File: config.mk
export PLATFORM = sky130hd
export DESIGN_NAME = pool_stream
export DESIGN_NICKNAME = d
export VERILOG_FILES = /design/src/rtl/pool_stream.sv
export SDC_FILE = /design/constraint.sdc
export NUM_CORES = 1
export LEC_CHECK = 0
export CAP_MARGIN = 20
export CELL_PAD_IN_SITES_DETAIL_PLACEMENT = 1
export CELL_PAD_IN_SITES_GLOBAL_PLACEMENT = 1
export CORE_UTILIZATION = 43
export CTS_CLUSTER_DIAMETER = 120
export CTS_CLUSTER_SIZE = 30
export DETAILED_ROUTE_END_ITERATION = 12
export GPL_TIMING_DRIVEN = 0
export PLACE_DENSITY_LB_ADDON = 0.1
export REMOVE_ABC_BUFFERS = 1
export SYNTH_ARGS = -nofsm -noshare
export SYNTH_HDL_FRONTEND = slang
export SYNTH_SLANG_ARGS = --single-unit
File: constraint.sdc
create_clock -name clk -period 3.5 [get_ports clk]
set_input_delay 0.7 -clock clk [delete_from_list [all_inputs] [get_ports clk]]
set_output_delay 0.7 -clock clk [all_outputs]
set_load 0.01 [all_outputs]
File: src/rtl/pool_stream.sv
// Streaming max/average pooling over fixed-size windows of signed fixed-point samples.
// One sample per cycle in, one pooled result per window out, with a single-entry output register.
module pool_stream #(
   parameter int INTEGER_BITS     = 9,
   parameter int FIXED_POINT_BITS = 4,
   parameter int WINDOW           = 4,
   localparam int W = INTEGER_BITS + FIXED_POINT_BITS,
   localparam int L = $clog2(WINDOW)
) (
   input  logic         clk,
   input  logic         rst_n,
   input  logic         in_valid,
   input  logic [W-1:0] in_data,
   output logic         in_ready,
   input  logic         mode,
   input  logic         flush,
   output logic         out_valid,
   output logic [W-1:0] out_data,
   input  logic         out_ready,
   output logic [L-1:0] win_cnt
);

   // Accumulator is W+L wide so a full window of sums can never overflow.
   logic signed [W+L-1:0] acc_q;
   logic signed [W+L-1:0] acc_next;
   logic signed [W+L-1:0] sample_ext;
   logic                  win_mode_q;
   logic                  eff_mode;
   logic                  first;
   logic                  last;
   logic                  accept;
   logic                  take;
   logic [W-1:0]          result;

   assign in_ready = rst_n & (~out_valid | out_ready);
   assign accept   = in_valid & in_ready;
   assign take     = out_valid & out_ready;
   assign first    = (win_cnt == '0);
   assign last     = (win_cnt == L'(WINDOW - 1));
   // The first sample of a window uses the live mode; later samples use the latched copy.
   assign eff_mode = first ? mode : win_mode_q;

   // NOTE: every always_comb output gets a default first, so no path can infer a latch.
   always_comb begin
      sample_ext = {{L{in_data[W-1]}}, in_data};
      acc_next   = acc_q;
      result     = '0;
      if (first) begin
         acc_next = sample_ext;
      end else if (eff_mode) begin
         acc_next = acc_q + sample_ext;
      end else if (sample_ext > acc_q) begin
         acc_next = sample_ext;
      end
      // Arithmetic shift floors toward negative infinity.
      result = eff_mode ? W'(acc_next >>> L) : acc_next[W-1:0];
   end

   // NOTE: sequential state uses non-blocking assignments so all registers update together.
   always_ff @(posedge clk or negedge rst_n) begin
      if (!rst_n) begin
         acc_q      <= '0;
         win_mode_q <= 1'b0;
         win_cnt    <= '0;
         out_valid  <= 1'b0;
         out_data   <= '0;
      end else begin
         if (take) begin
            out_valid <= 1'b0;
         end
         if (flush) begin
            win_cnt <= '0;
            acc_q   <= '0;
         end else if (accept) begin
            acc_q <= acc_next;
            if (first) begin
               win_mode_q <= mode;
            end
            if (last) begin
               win_cnt   <= '0;
               out_data  <= result;
               out_valid <= 1'b1;
            end else begin
               win_cnt <= win_cnt + L'(1);
            end
         end
      end
   end

endmodule

* Word-level counts from Yosys, hierarchy flattened
Cells that the tools add are included.
** Word-level totals
- Bits in registers :: 32
- Input bits :: 19
- Word-level logic and storage cells :: 33
** Cells by class
- Muxes and demuxes :: 14
- Add/subtract/negate cells :: 2
- Reduce and logical (&&, ||, !) cells :: 4
- Equal/unequal tests :: 1
- Bitwise gates (word level) :: 6
- Magnitude comparators :: 1
** Operators by type and width (count)
- $mux W15 :: 5
- $add A15 B13 Y15 :: 1
- $gt A13 B15 Y1 :: 1
- $mux W13 :: 1
- $mux W2 :: 3
- $mux W1 :: 5
- $and A1 B1 Y1 :: 3
- $reduce_and A3 Y1 :: 1
- $add A2 B1 Y2 const B :: 1
- $eq A2 B2 Y1 const B :: 1
- $logic_not A2 Y1 :: 1
- $not A1 Y1 :: 2
- $reduce_and A2 Y1 :: 1
- $reduce_bool A2 Y1 :: 1
- $or A1 B1 Y1 :: 1

* Logic depth before layout (Yosys ltp)
- Word-level depth :: 6
- Depth in mapped cells :: 12

* Least setup slack after synthesis
No wires, ideal clock.
- Path type :: in2reg
- Start :: input port in_data[0]
- End :: register acc_q[14]
- Arrival :: 2.653 ns
- Slack :: 0.746 ns
- Stages on the path :: 11
- Data required time :: 3.399 ns
- Cell sequence :: ha_1 -> inv_1 -> fa_1 -> nor2_1 -> o311ai_1 -> a2111oi_1 -> o31a_1 -> a211oi_1 -> xnor2_1 -> nor2_1 -> o32ai_1
** On the way
- Longest elaborated chain between the ends :: 6
- Elaborated cells on any way between the ends :: 7
** Ends and longest elaborated chain
- from (decl) :: line 13 : input logic [W-1:0] in_data,
- $gt A13 B15 Y1 :: line 52 : end else if (sample_ext > acc_q) begin
- $mux W15 :: line 52
- $mux W15 * :: line 50 : end else if (eff_mode) begin
- $mux W15 * :: line 48 : if (first) begin
- $mux W15 * :: line 74 : end else if (accept) begin
- $mux W15 * :: line 71 : if (flush) begin
- to (signal assigned) :: line 75 : acc_q <= acc_next;
- to (decl) :: line 24 : logic signed [W+L-1:0] acc_q;
Mark *: on every way between the ends. The rest lies on a longest branch, timed or not. The select of a mux whose other input is x is not followed.
A chain may end at the register's enable or synchronous reset.

* Worst setup path after layout
- Start :: input port in_data[0]
- End :: register out_data[8]
** On the way
- Longest elaborated chain between the ends :: 5
- Elaborated cells on any way between the ends :: 6
** Ends and longest elaborated chain
- $gt A13 B15 Y1 :: line 52
- $mux W15 :: line 52
- $mux W15 * :: line 50
- $mux W15 * :: line 48
- $mux W13 * :: line 56 : result = eff_mode ? W'(acc_next >>> L) : acc_next[W-1:0];
- to (signal assigned) :: line 81 : out_data <= result;
- to (decl) :: line 18 : output logic [W-1:0] out_data,
Mark *: on every way between the ends. The rest lies on a longest branch, timed or not.

==> qor.csv <==
metric,value,unit
status,"complete, no violations",
yosys warns,0,
hold-fix buffers at CTS,0,
first-pass GRT wire length,15900,µm
TritonRoute pass-1 iters,4,
Crit Path Max Fanout,4,
net count reported at finish,446,
P&R area growth vs syn,19.2,%
IO Port Bufs,35,
core outline area,6760,µm²
final setup vio count,0,
number of synthesized flops with an enable pin,0,
Die ar.,7280,µm²
top-count cell post-synth,nor2_1,
ys async rst share,1.00,
Tcrit/Tclk final,0.985,
Fin Hold WS,360,ps
final-layout fill cell count,826,
reg2reg end,out_data[9],
Overall Power,1.26,mW
reg2reg setup slack,320,ps
top cell type's share of synthesized area,0.268,
DP HPWL,7180,µm
Fin. Hold Viols,0,
Initial Util,0.442,
Layout Cells excl Fill,476,
slew margin rel.,0.372,
Yosys cell types,72,
I/O pins,36,
global placement routability congestion,0.889,
H-tree depth,2,
Diodes inserted,0,
Via Count,3002,
CTS root buf,clkbuf_8,
Power Density,355,nW/µm²
layout cell share with drive strength beyond 1,0.0960,
Slew @ Worst Pin,942,ps
fmax,0.290,GHz
Cells after Synth,363,
most frequent cells after synthesis,"nor2_1, nand2_1, dfrtp_1, inv_1, ha_1",
Synth area leader,dfrtp_1,
top post-synthesis cells by area,"dfrtp_1, ha_1, nor2_1",
post-synthesis sequential area ratio,0.268,
CTS sink cnt,32,
Placed Cells,464,
Synth Flop Type,dfrtp_1,
largest net degree at the start of global routing,35,
worst vdd ir,0.143,mV
Syn Area/Cell,8.22,µm²
DRC Markers,0,
Max clock buf depth,2,
worst min-delay path class,in -> async,
Routed Antenna Nets,0,
"Reg clk slew, reported paths",70,ps
synthesized flop and latch total,32,
GRT Util Overall,0.291,
max_cap viols,0,
Leakage Power,1.52,nW
WL/cell,21.6,µm
worst skew pair latency,290,ps
row count,30,
vias in the first global route,3032,
final slew viol count,0,
antenna violations before repair,0,
Crit Path Category,in -> reg,
minimum clock period,3450,ps
GR Overflow Total,0,
routed vias/inst,6.31,
"Data required, critical path",3650,ps
Setup Skew,1.95,ps
CP Launch Type,primary input,
reg2reg start,win_cnt[0],
total CTS buffers,5,
r2r worst-path depth,8,
Critical Path Sink Type,flip-flop,
initial DRC count,123,
CTS tree,yes,
Synth Cell Area,2990,µm²
Die Y,85.3,µm
Die W,85.3,µm
final wirelength,10300,µm
Critical Path AT,3590,ps
-- area by class of cell --
cell class	count	area, µm²	share of cell area
clock buffer	6	72.6	0.0204
inverter	34	128	0.0359
tap	80	100	0.0281
timing repair buffer	39	389	0.109
multi-input combinational	283	2030	0.572
clock inverter	2	35.0	0.00984
sequential	32	801	0.225
-- through the flow --
| stage | utilization | setup WS [ps] | setup TNS, ps | cell area, µm² |
|---|---|---|---|---|
| floorplan | - | 711 | 0 | 2920 |
| global placement | 0.499 | -2050 | -35430 | 3370 |
| detailed placement | 0.499 | -1080 | -16260 | 3370 |
| CTS | 0.523 | 64.0 | 0 | 3530 |
| global route | 0.527 | -21.1 | -21.1 | 3560 |
| finish | 0.527 | 52.7 | 0 | 3560 |
-- sequential cells by signal, indices dropped and copies added (netlist names) --
signal      count
win_cnt         2
win_mode_q      1
out_valid       1
out_data       13
acc_q          15
-- layout by cell type, fill, tap and decap left out, drive strengths merged, types with 4 or more instances in the layout --
cell	Yosys	routed
a221oi	4	4
a211oi	6	6
o311ai	4	4
xnor2	7	7
o21ai	16	16
a31oi	9	9
clkdlybuf4s50	0	33
a21oi	24	24
ha	31	31
inv	34	34
o22ai	11	11
buf	7	5
clkbuf	7	6
nor2	40	40
nand2	34	34
o21bai	4	4
nand2b	8	8
mux2i	5	5
or3	4	4
and3	4	4
nor3	12	12
and2	4	4
dfrtp	32	32
-- per-layer routing --
| layer | vias to the layer above | share of wire | GRT usage |
|---|---|---|---|
| met5 | - | 0 | 0 |
| met2 | 81 | 0.47 | 0.484 |
| met3 | 32 | 0.047 | 0.0661 |
| li1 | 1391 | - | - |
| met4 | 0 | 0.043 | 0.136 |
| met1 | 1498 | 0.44 | 0.357 |
-- how the worst max path moves through the flow --
| stage | end | slack (ps) | cells past startpoint | start |
|---|---|---|---|---|
| CTS | acc_q[14] | 60 | 12 | in_data[0] |
| finish | out_data[8] | 50 | 12 | in_data[0] |
| global route | acc_q[14] | -20 | 12 | in_data[0] |
| global placement | out_data[7] | -2050 | 7 | rst_n |
| detailed placement | out_data[7] | -1080 | 7 | rst_n |
| floorplan | out_data[7] | 710 | 7 | out_ready |
-- worst max-delay path, cell delays in order --
cell and delay, ps:
clkdlybuf4s50_1 520, ha_1 180, inv_1 60, fa_1 430
nor2_4 190, o311ai_2 160, a2111oi_2 520, or3_1 190
xnor2_1 120, nor2_1 80, a31oi_1 310, a31oi_1 140
-- logic make-up after synthesis --
| group | after synthesis | share of synthesized area |
|---|---|---|
| fa+ha+maj | 32 | 0.137 |
| simple gates | 120 | 0.192 |
| compound gates | 117 | 0.294 |
| mux | 6 | 0.0205 |
| xor+xnor | 8 | 0.0235 |
| buf+inv | 48 | 0.0650 |
| flops | 32 | 0.268 |
-- report_power, final --
group | switching, mW | internal, mW | total, mW
sequential | 0.0314 | 0.390 | 0.422
clock | 0.157 | 0.212 | 0.369
combinational | 0.286 | 0.187 | 0.473
total | 0.475 | 0.789 | 1.26
-- timing repair --
item | CTS | global route
pin swaps | 1 | 4
gates cloned | 0 | 0
setup buffers | 3 | 1
gates resized for setup | 9 | 4
endpoints found under the setup margin | 25 | 4
Note: power is estimated with default switching activity, not from simulation.
